$ cat config.mk
export PLATFORM = sky130hd
export DESIGN_NAME = child_fanin_collector
export DESIGN_NICKNAME = d
export VERILOG_FILES = /design/src/rtl/child_fanin_collector.sv
export SDC_FILE = /design/constraint.sdc
export NUM_CORES = 1
export LEC_CHECK = 0
export CORE_MARGIN = 3
export CORE_UTILIZATION = 58
export CTS_BUF_LIST = sky130_fd_sc_hd__clkbuf_8
export DETAILED_ROUTE_END_ITERATION = 12
export MAX_ROUTING_LAYER = met4
export PLACE_DENSITY_LB_ADDON = 0.12
export SLEW_MARGIN = 20
export SYNTH_ARGS = -nofsm -noshare
export SYNTH_HDL_FRONTEND = slang
export SYNTH_SLANG_ARGS = --single-unit
$ cat constraint.sdc
create_clock -name clk -period 12.55 [get_ports clk]
set_input_delay 3.1375 -clock clk [delete_from_list [all_inputs] [get_ports clk]]
set_output_delay 3.1375 -clock clk [all_outputs]
set_load 0.01 [all_outputs]
$ cat src/rtl/child_fanin_collector.sv
// Collects one-word messages from N_CHILD children via round-robin req/ack,
// buffers {index, payload} in a small FIFO and streams them upstream.
module child_fanin_collector #(
    parameter  int N_CHILD    = 15,
    parameter  int DATA_W     = 8,
    parameter  int FIFO_DEPTH = 4,
    localparam int IDX_W      = $clog2(N_CHILD),
    localparam int CNT_W      = $clog2(FIFO_DEPTH) + 1
) (
    input  logic                        clk,
    input  logic                        rst_n,
    input  logic [N_CHILD-1:0]          child_req,
    input  logic [N_CHILD*DATA_W-1:0]   child_data,
    output logic [N_CHILD-1:0]          child_ack,
    output logic                        out_valid,
    input  logic                        out_ready,
    output logic [DATA_W-1:0]           out_data,
    output logic [IDX_W-1:0]            out_idx,
    output logic [CNT_W-1:0]            fifo_count
);
    localparam int PTR_W = $clog2(FIFO_DEPTH);

    typedef struct packed {
        logic [IDX_W-1:0]  idx;
        logic [DATA_W-1:0] data;
    } entry_t;

    entry_t [FIFO_DEPTH-1:0] mem_q;
    logic [PTR_W-1:0]        wr_ptr_q, rd_ptr_q;
    logic [CNT_W-1:0]        count_q, count_d;
    logic [IDX_W-1:0]        last_grant_q;

    logic                    grant_vld;
    logic [IDX_W-1:0]        grant_idx;
    logic [IDX_W-1:0]        cand;
    logic                    push, pop;

    // Search from last_grant+1 upward, wrapping modulo N_CHILD so unused
    // index codes are never produced.
    always_comb begin
        grant_vld = 1'b0;
        grant_idx = '0;
        cand      = '0;
        for (int k = 1; k <= N_CHILD; k++) begin
            cand = IDX_W'((32'(last_grant_q) + 32'(k)) % 32'(N_CHILD));
            if (!grant_vld && child_req[cand]) begin
                grant_vld = 1'b1;
                grant_idx = cand;
            end
        end
    end

    // No pass-through: a full FIFO blocks grants even if a pop happens this cycle.
    always_comb begin
        child_ack = '0;
        if (rst_n && grant_vld && (count_q < CNT_W'(FIFO_DEPTH)))
            child_ack[grant_idx] = 1'b1;
    end

    assign push      = |child_ack;
    assign pop       = out_valid & out_ready;
    assign out_valid = (count_q != '0);
    assign out_data  = mem_q[rd_ptr_q].data;
    assign out_idx   = mem_q[rd_ptr_q].idx;
    assign fifo_count = count_q;

    always_comb begin
        count_d = count_q;
        if (push && !pop)
            count_d = count_q + 1'b1;
        else if (!push && pop)
            count_d = count_q - 1'b1;
    end

    always_ff @(posedge clk or negedge rst_n) begin
        if (!rst_n) begin
            mem_q        <= '0;
            wr_ptr_q     <= '0;
            rd_ptr_q     <= '0;
            count_q      <= '0;
            last_grant_q <= IDX_W'(N_CHILD - 1);
        end else begin
            if (push) begin
                mem_q[wr_ptr_q].idx  <= grant_idx;
                mem_q[wr_ptr_q].data <= child_data[grant_idx*DATA_W +: DATA_W];
                wr_ptr_q             <= wr_ptr_q + 1'b1;
                last_grant_q         <= grant_idx;
            end
            if (pop)
                rd_ptr_q <= rd_ptr_q + 1'b1;
            count_q <= count_d;
        end
    end
endmodule
---- Word-level counts from Yosys, hierarchy flattened ----
Cells that the tools add are included.
word-level totals
  bits in registers ....................... 59
  input bits .............................. 138
  output and inout port bits .............. 31
  word-level logic and storage cells ...... 181
cells by class
  add/sub/neg operators ................... 19
  div/mod/pow operators ................... 15
  magnitude comparators ................... 21
  shift operators ......................... 1
  muxes and demuxes ....................... 73
  bitwise operators ....................... 1
  reductions and logical operators ........ 39
operators with widths
  cell                     count
  $mod A32 B4 Y32 const B  15
  $shiftx A120 B8 Y8       1
  $bwmux W48               2
  $lt A4 B5 Y1 const B     16
  $bmux W1 S4              15
  $mux W4                  15
  $demux W12 S2            2
  $add A4 B4 Y5 const B    8
  $mux W1                  31
  $bmux W12 S2             1
  $mux W12                 2
  $add A4 B3 Y5 const B    4
  $logic_and A1 B1 Y1      20
  $logic_not A1 Y1         16
  $mux W15                 1
  $reduce_or A15 Y1        1
  $add A4 B2 Y5 const B    2
  $mux W8                  1
  $lt A2 B3 Y1 const B     2
  $mux W3                  2
  $add A4 B1 Y5 const B    1
  $add A2 B1 Y2 const B    2
  $demux W1 S4             1
  $ge A4 B1 Y1 const B     1
  7 further kinds          7

---- Logic depth before layout (Yosys ltp) ----
Gate-level depths: netlist of run 1.
  word-level depth ........................ 57
  depth in mapped cells ................... 33
  gate-level depth less buffers ........... 23

---- Worst setup path before layout of run 1 ----
OpenSTA, ideal clock, no wires.
  kind .................................... reg2out
  start point ............................. register last_grant_q[0]
  end point ............................... output child_ack[4]
  arrival time ............................ 7708 ps
  required time ........................... 9412 ps
  path slack .............................. 1705 ps
  stages on the path, launching flop included .. 28
  path buffers ............................ 10
  cells stage by stage .................... dfrtp_1 buf_2 inv_2 buf_1 clkbuf_1 clkbuf_1 ha_1 clkbuf_1 clkbuf_1 buf_1 clkbuf_1 buf_1 nor3_1 ha_1 or4_4 o211a_1 a311oi_4 mux2_2 mux2i_4 a2bb2oi_2 nand2b_2 or4b_4 o21ai_1 nor2_1 a211oi_4 clkbuf_1 nand2_1 nor2_1
on the way
  cells in the longest elaborated chain, start to end .. 52
  elaborated cells between the ends (all ways) .. 126
  classes of those cells .................. add/sub: 15; div: 15; order compare: 2; mux: 63; reduce/logical: 31
RTL lines
  item                                                                line  RTL
  from (decl)                                                         31    logic [IDX_W-1:0] last_grant_q;
  from (signal assigned)                                              81    last_grant_q <= IDX_W'(N_CHILD - 1);
  from (signal assigned)                                              87    last_grant_q <= grant_idx;
  $add A4 B1 Y5                                                       45    cand = IDX_W'((32'(last_grant_q) + 32'(k)) % 32'(N_CHILD));
  $mod A32 B4 Y32                                                     45
  $bmux W1 S4                                                         46    if (!grant_vld && child_req[cand]) begin
  $mux W1 (not written as such)                                       46
  $mux W1                                                             46
  $logic_not A1 Y1                                                    46
  $logic_and A1 B1 Y1                                                 46
  $mux W1                                                             46
  [36 not listed]                                                     -
  $logic_not A1 Y1                                                    46
  $logic_and A1 B1 Y1                                                 46
  $mux W4                                                             46
  $lt A4 B5 Y1 (not written as such) or $ge A4 B1 Y1 (tied branches)  57    child_ack[grant_idx] = 1'b1;
  $logic_and A1 B1 Y1 (not written as such)                           57
  $mux W1 (not written as such)                                       57
  $demux W1 S4                                                        57
  $mux W15 *                                                          56    if (rst_n && grant_vld && (count_q < CNT_W'(FIFO_DEPTH)))
  to (decl)                                                           14    output logic [N_CHILD-1:0] child_ack,
Every way passes the cells marked *; elsewhere a longest branch is shown, timed or not. The select of a mux whose other input is x is not followed.

---- Final worst setup path of run 1 ----
  start point ............................. input child_req[10]
  end point ............................... output child_ack[0]
on the way
  cells in the longest elaborated chain, start to end .. 50
  elaborated cells between the ends (all ways) .. 96
  classes of those cells .................. order compare: 2; mux: 63; reduce/logical: 31
RTL lines
  item                                                                line  RTL
  from (decl)                                                         12    input logic [N_CHILD-1:0] child_req,
  $bmux W1 S4                                                         46
  $mux W1 (not written as such)                                       46
  $mux W1                                                             46
  $logic_not A1 Y1                                                    46
  $logic_and A1 B1 Y1                                                 46
  $mux W1                                                             46
  $logic_not A1 Y1                                                    46
  $logic_and A1 B1 Y1                                                 46
  [34 not listed]                                                     -
  $logic_not A1 Y1                                                    46
  $logic_and A1 B1 Y1                                                 46
  $mux W4                                                             46
  $lt A4 B5 Y1 (not written as such) or $ge A4 B1 Y1 (tied branches)  57
  $logic_and A1 B1 Y1 (not written as such)                           57
  $mux W1 (not written as such)                                       57
  $demux W1 S4                                                        57
  $mux W15 *                                                          56
Marks and branches as above.

==> impl_metrics.csv, run 1 <==
group,metric,value,unit
outcome,status,"completed",
timing,fin_worst_skew,0.01027,ns
synthesis,ys_warn_count,0,
timing,setup_viol,0,
synthesis,ys_ff_latch,59,
synthesis,async_flop_share,100.0,%
worst_setup_path,crit_required,9.41,ns
synthesis,syn_nets,1733,
worst_setup_path,crit_chain,"clkdlybuf4s50_1 -> inv_1 -> o21ai_0 -> a21oi_1 -> a31oi_1 -> and3_1 -> o41ai_1 -> o32ai_1 -> a2111o_1 -> nor2_2 -> o2111a_1 -> a2111oi_0 -> a311oi_2 -> buf_4 -> nand2b_1 -> nor2_1 -> clkdlybuf4s50_1",
synthesis,synthSimpleGateAreaFrac,23.40,%
min_path,hold_start,"mem_q[27]$_DFFE_PN0P_",
cells_and_area,diodes,0,
grt,grt_first_pass_wirelength,71590,um
placement,port_buffers,168,
worst_setup_path,cpMostUsedCell,"clkdlybuf4s50_1",
timing,drv_slew,0,
timing,rsz0062_at_grt,"no",
clocking,clk_path_buf_depth,2,
floorplan,start_util,60.01,%
worst_setup_path,reg2reg_to,"mem_q[3]$_DFFE_PN0P_",
worst_setup_path,rr_startpoint,"last_grant_q[0]$_DFFE_PN0P_",
job,drv_cap,0,
clocking,postCtsResizedCells,0,
min_path,hp-class,"reg2reg",
placement,place.detailed.hpwl,36010,um
synthesis,synth_top_family_by_area,"compound AO/OA/AOI/OAI gates",
synthesis,synthXorXnorAreaFrac,3.078,%
timing,fmax,86.03,MHz
floorplan,dieWidth,149.1,um
worst_setup_path,critPathMaxFanout,13,
route,first_pass_iters,6,
route,avgRoutedWirePerCell,24.24,um
synthesis,synth_ff_type,"dfrtp_1",
route,dr_total_vias,13680,
route,first_iter_violations,1696,
clocking,cts-htree-levels,3,
clocking,clk_pin_slew,0.07,ns
worst_setup_path,max_stage_delay,0.73,ns
min_path,holdPathStages,2,
worst_setup_path,ff2ff_path_depth,21,
worst_setup_path,cp-end-kind,"output pin",
synthesis,synth-adder-area-share,4.490,%
cells_and_area,area_growth,16.55,%
route,detail_route.wirelength,46720,um
synthesis,synth_area,0.01187,sq mm
worst_setup_path,crit_arrival,8.49,ns
worst_setup_path,r2r_setup_slack,3.66,ns
floorplan,ioPinCount,169,
timing,period_share,92.63,%
route,ant_nets,0,
timing,slew_headroom,17.21,%
clocking,cts_tree,"done",
cells_and_area,drive_above_1_share,10.77,%
worst_setup_path,cpLargestDelayFamily,"compound AO/OA/AOI/OAI gates",
grt,grt_max_degree,62,
synthesis,syn_avg_cell_area,7.644,sq um
min_path,min_delay_worst_endpoint,"mem_q[27]$_DFFE_PN0P_",
timing,max_slew.worst_pin.slew,1.237,ns
route,vias_per_cell,7.097,
grt,antenna_found_initial,0,
worst_setup_path,critPathSlowestCell,"clkdlybuf4s50_1",
worst_setup_path,critical_path_class,"in2out",
synthesis,synth_cells,1553,
synthesis,yosysSeqAreaShare,12.47,%
worst_setup_path,path_buf_inv,4,
clocking,clock-sinks,59,
synthesis,synth_mux_area_share,18.45,%
clocking,clk_latency,0.35,ns
floorplan,die_h,149.1,um
timing,setup_tns,0,ns
floorplan,row_count,51,
timing,hold_viol_final,0,
clocking,cts_hold_buf,0,
cells_and_area,nNetsFinal,1837,
grt,track_usage,41.69,%
synthesis,synth_edf_count,0,
clocking,cts-root-buf,"clkbuf_8",
clocking,cts_made_buffers,9,
worst_setup_path,worstSetupStartpointType,"primary input",
synthesis,synth_compound_area_share,31.87,%
grt,grt_pass1_vias,12890,
floorplan,die_area,0.02222,sq mm
placement,gp_congestion,1.081,
timing,period_needed,11.62,ns
grt,overflow,0,
route,drc,0,
clocking,post-cts-setup-buffer-count,0,
floorplan,core,0.01978,sq mm
synthesis,ys_types,110,
[stage by stage]
stage / util [%] / cell area, sq um / setup WS [ns] / hold WS [ns] / std cells
2_1_floorplan: - / 11870 / 1.705 / 0.4432 / 1553
3_3_place_gp: 69.04 / 13660 / 1.166 / 0.4545 / 1911
3_5_place_dp: 69.04 / 13660 / 1.076 / 0.4607 / 1911
4_1_cts: 69.94 / 13840 / 1.074 / 0.4780 / 1927
5_1_grt: 69.94 / 13840 / 0.5219 / 0.5018 / 1927
6_report: 69.94 / 13840 / 0.9255 / 0.4762 / 1927
[sequential cells by signal, indices dropped and copies added, names as in the netlist]
register      count
mem_q            48
fifo_count        3
wr_ptr_q          2
last_grant_q      4
rd_ptr_q          2
[cell families (layout without fill, tap and decap cells)]
| kind of cell | Yosys count | after routing |
|---|---|---|
| mux | 186 | 186 |
| flops | 59 | 59 |
| buf+inv | 165 | 274 |
| simple gates | 551 | 551 |
| fa+ha+maj | 42 | 42 |
| xor+xnor | 40 | 40 |
| compound gates | 510 | 510 |
[per-layer routing]
layer	track usage [%]	wire, um
met5	-	0
met4	13.18	1806
met3	16.32	6803
met2	59.24	19630
met1	54.63	18480
[area by class of cell]
class	instances	area (sq um)
Clock buffer	9	123.9
Clock inverter	7	53.80
Fill cell	1645	5946
Inverter	47	176.4
Multi-Input combinational cell	1329	9667
Sequential cell	59	1484
Tap cell	265	331.6
Timing Repair Buffer	211	1999
[worst min-delay path, cell delays in order (launching register included)]
cell and delay (ns):
dfrtp_1 0.34, nand2_1 0.05, o31ai_1 0.05
[cells in the final DEF, fill, tap and decap left out, types with 10 or more instances in the layout]
master	n
a211oi_1	22
a22oi_1	11
and2_1	21
a21o_1	16
nand2b_1	19
nand3_1	51
o31ai_1	45
mux4_2	23
mux2i_1	139
o211ai_1	19
mux2_2	23
a31oi_1	22
a211o_1	10
nor2_1	108
dfrtp_1	55
and3_1	16
xnor2_1	33
buf_4	43
nor3_1	44
inv_1	39
o22ai_1	13
nand4_1	10
a32oi_1	12
nor4_1	12
clkdlybuf4s50_1	167
nor2b_1	13
ha_1	40
a21oi_1	97
nand2_1	180
o21ai_0	70
[worst max path at each step]
stage,startpoint,to,cells after the start
floorplan,last_grant_q[0]$_DFFE_PN0P_,child_ack[4],27
global placement,child_req[10],child_ack[0],17
detailed placement,child_req[8],child_ack[0],13
CTS,child_req[10],child_ack[0],17
global route,child_req[10],child_ack[0],17
finish,child_req[10],child_ack[0],17
[synthesized netlist by cell type (11+ instances only)]
cell type,n,share of area [%]
dfrtp_1,56,12
and3_1,16,0.84
mux2_2,23,2.2
mux2i_1,139,12
a211oi_1,22,1.4
a21oi_1,97,4.1
nor2_1,108,3.4
a21o_1,17,1.1
o211ai_1,19,1.2
nor2b_1,13,0.69
mux4_2,23,4.4
nor3_1,44,1.9
inv_1,39,1.2
nand2_1,180,5.7
a31oi_1,22,1.2
nand2b_1,19,1.0
o31ai_1,45,2.8
and2_1,21,1.1
buf_2,24,1.0
ha_1,41,4.3
nand3_1,51,2.2
clkbuf_1,71,2.2
a22oi_1,11,0.70
a32oi_1,12,0.89
o22ai_1,13,0.69
nor4_1,12,0.63
o21ai_0,70,3.0
xnor2_1,33,2.4
Power of run 1 is not shown: default switching activity piles up to over one toggle a cycle in this logic, so the estimate is an artifact.
==> run 2, diff against run 1 <==
Settings changed: CTS_BUF_LIST sky130_fd_sc_hd__clkbuf_8 to sky130_fd_sc_hd__clkbuf_4, PLACE_DENSITY set to 0.84, PLACE_DENSITY_LB_ADDON 0.12 to unset, SLEW_MARGIN 20 to unset.
==> run 2 against run 1 <==
Clock-buffer cell count did not move. Highest routed layer unchanged. Worst hold slack better by 0.013 ns. Largest cell class unchanged. Sequential share of layout area barely moved. Register-to-register slack gained 0.39 ns. Wire length is 4.4% higher. Cell count decreased by 0.26%. Global-route usage is 2.2 points higher. Die area is the same. Cell area fell by 0.34%. Core utilization fell by 0.24 points. Flip-flop and latch count stayed put. Non-clock buffer count decreased by 5.
==> impl_metrics.csv, run 2 (same netlist as run 1, synthesis figures left out) <==
group,metric,value,unit
outcome,status,"completed",
cells_and_area,seq_area,0.001484,sq mm
worst_setup_path,cp-end-kind,"output pin",
clocking,postCtsResizedCells,0,
placement,place.detailed.hpwl,37150,um
cells_and_area,nNetsFinal,1832,
cells_and_area,largest_reg_flops,48,
cells_and_area,fill_cells,1649,
timing,worst_hold_slack,0.4891,ns
floorplan,ioPinCount,169,
timing,fmax,85.97,MHz
cells_and_area,drive_above_1_share,10.50,%
cells_and_area,area_growth,16.15,%
clocking,cts_hold_buf,0,
floorplan,start_util,60.01,%
clocking,clock-sinks,59,
route,met2_length,20770,um
placement,gp_congestion,1.108,
worst_setup_path,worstSetupStartpointType,"primary input",
clocking,cts-root-buf,"clkbuf_4",
route,first_iter_violations,1755,
cells_and_area,diodes,0,
grt,antenna_found_initial,0,
timing,setup_viol,0,
route,detail_route.wirelength,48800,um
worst_setup_path,max_stage_delay,0.74,ns
route,avgRoutedWirePerCell,25.39,um
worst_setup_path,critPathMaxFanout,11,
grt,overflow,0,
timing,max_slew.worst_pin.slew,1.351,ns
timing,period_needed,11.63,ns
cells_and_area,final_common_cell,"nand2_1",
min_path,hp-class,"reg2reg",
route,vias_per_cell,7.270,
route,first_pass_iters,6,
job,drv_cap,0,
clocking,cts_made_buffers,9,
worst_setup_path,crit_required,9.41,ns
floorplan,dieWidth,149.1,um
clocking,clk_pin_slew,0.11,ns
clocking,clk_path_buf_depth,2,
clocking,cts_tree,"done",
cells_and_area,final_cell_mix,"180 x nand2_1, 167 x clkdlybuf4s50_1, 139 x mux2i_1, 108 x nor2_1, 97 x a21oi_1",
floorplan,die_h,149.1,um
worst_setup_path,cpMostUsedCell,"clkdlybuf4s50_1",
placement,port_buffers,168,
route,ant_nets,0,
cells_and_area,top_register,"mem_q",
route,wl_met1,19310,um
worst_setup_path,crit_chain,"clkdlybuf4s50_1 -> inv_1 -> o21ai_0 -> a21oi_1 -> a31oi_1 -> and3_1 -> o41ai_1 -> o32ai_1 -> a2111o_1 -> nor2_2 -> o2111a_1 -> a2111oi_0 -> a311oi_2 -> nand2_1 -> nor2_1 -> clkdlybuf4s50_1",
floorplan,core,0.01978,sq mm
timing,setup_tns,0,ns
grt,track_usage,43.92,%
clocking,post-cts-setup-buffer-count,0,
timing,rsz0062_at_grt,"no",
route,drc,0,
clocking,clk_latency,0.43,ns
route,dr_total_vias,13970,
clocking,cts-htree-levels,3,
grt,grt_pass1_vias,13220,
worst_setup_path,critPathSlowestCell,"clkdlybuf4s50_1",
worst_setup_path,crit_arrival,8.49,ns
route,highest_layer,"met4",
timing,hold_viol_final,0,
cells_and_area,multi_input_area,0.009667,sq mm
timing,fin_worst_skew,0.008161,ns
timing,drv_slew,0,
grt,grt_first_pass_wirelength,75190,um
floorplan,row_count,51,
floorplan,die_area,0.02222,sq mm
grt,grt_max_degree,62,
route,dr_wl_met3,6242,um
timing,period_share,92.68,%
timing,slew_headroom,9.625,%
worst_setup_path,critical_path_class,"in2out",
run 2: cell count changes in the layout (fill, tap and decap cells not counted), sizes merged:
cell	before	now
buf	44	39
clkinvlp	3	0
bufinv	0	2
clkinv	6	7
run 2: through the flow:
stage	util, %	setup slack, ns	instance area [sq um]	std cells
floorplan	-	1.705	11870	1553
global placement	68.86	1.338	13620	1906
detailed placement	68.86	1.176	13620	1906
CTS	69.70	1.156	13790	1922
global route	69.70	0.6617	13790	1922
finish	69.70	0.9187	13790	1922
run 2: critical path, delay by kind of cell:
family / cells / cell delay [ns]
buffers and inverters: 3 / 1.66
and+or+nand+nor: 4 / 1.10
AOI/OAI and AO/OA: 9 / 2.58
run 2: worst paths after layout:
check	startpoint	end	slack, ns	cells past startpoint
max reg2reg	last_grant_q[1]$_DFFE_PN1P_	mem_q[1]$_DFFE_PN0P_	4.05	24
max in group asynchronous	rst_n	last_grant_q[0]$_DFFE_PN0P_	9.12	2
min in group asynchronous	rst_n	mem_q[36]$_DFFE_PN0P_	2.85	2
min reg2reg	mem_q[41]$_DFFE_PN0P_	mem_q[41]$_DFFE_PN0P_	0.49	2
max	child_req[10]	child_ack[13]	0.92	16
min	mem_q[41]$_DFFE_PN0P_	mem_q[41]$_DFFE_PN0P_	0.49	2
run 2: area by class of cell:
cell class	instances	area share (%)
tap	265	2.405
sequential	59	10.76
inverter	47	1.279
clock inverter	7	0.7260
timing repair buffer	206	14.23
multi-input combinational	1329	70.11
clock buffer	9	0.4900
run 2: metal layers:
metal,up-vias,track usage [%]
met2,1041,63.91
met5,-,-
met3,212,11.06
met1,6542,58.37
met4,0,18.12
li1,6178,-
Power of run 2 is left out for the same reason.
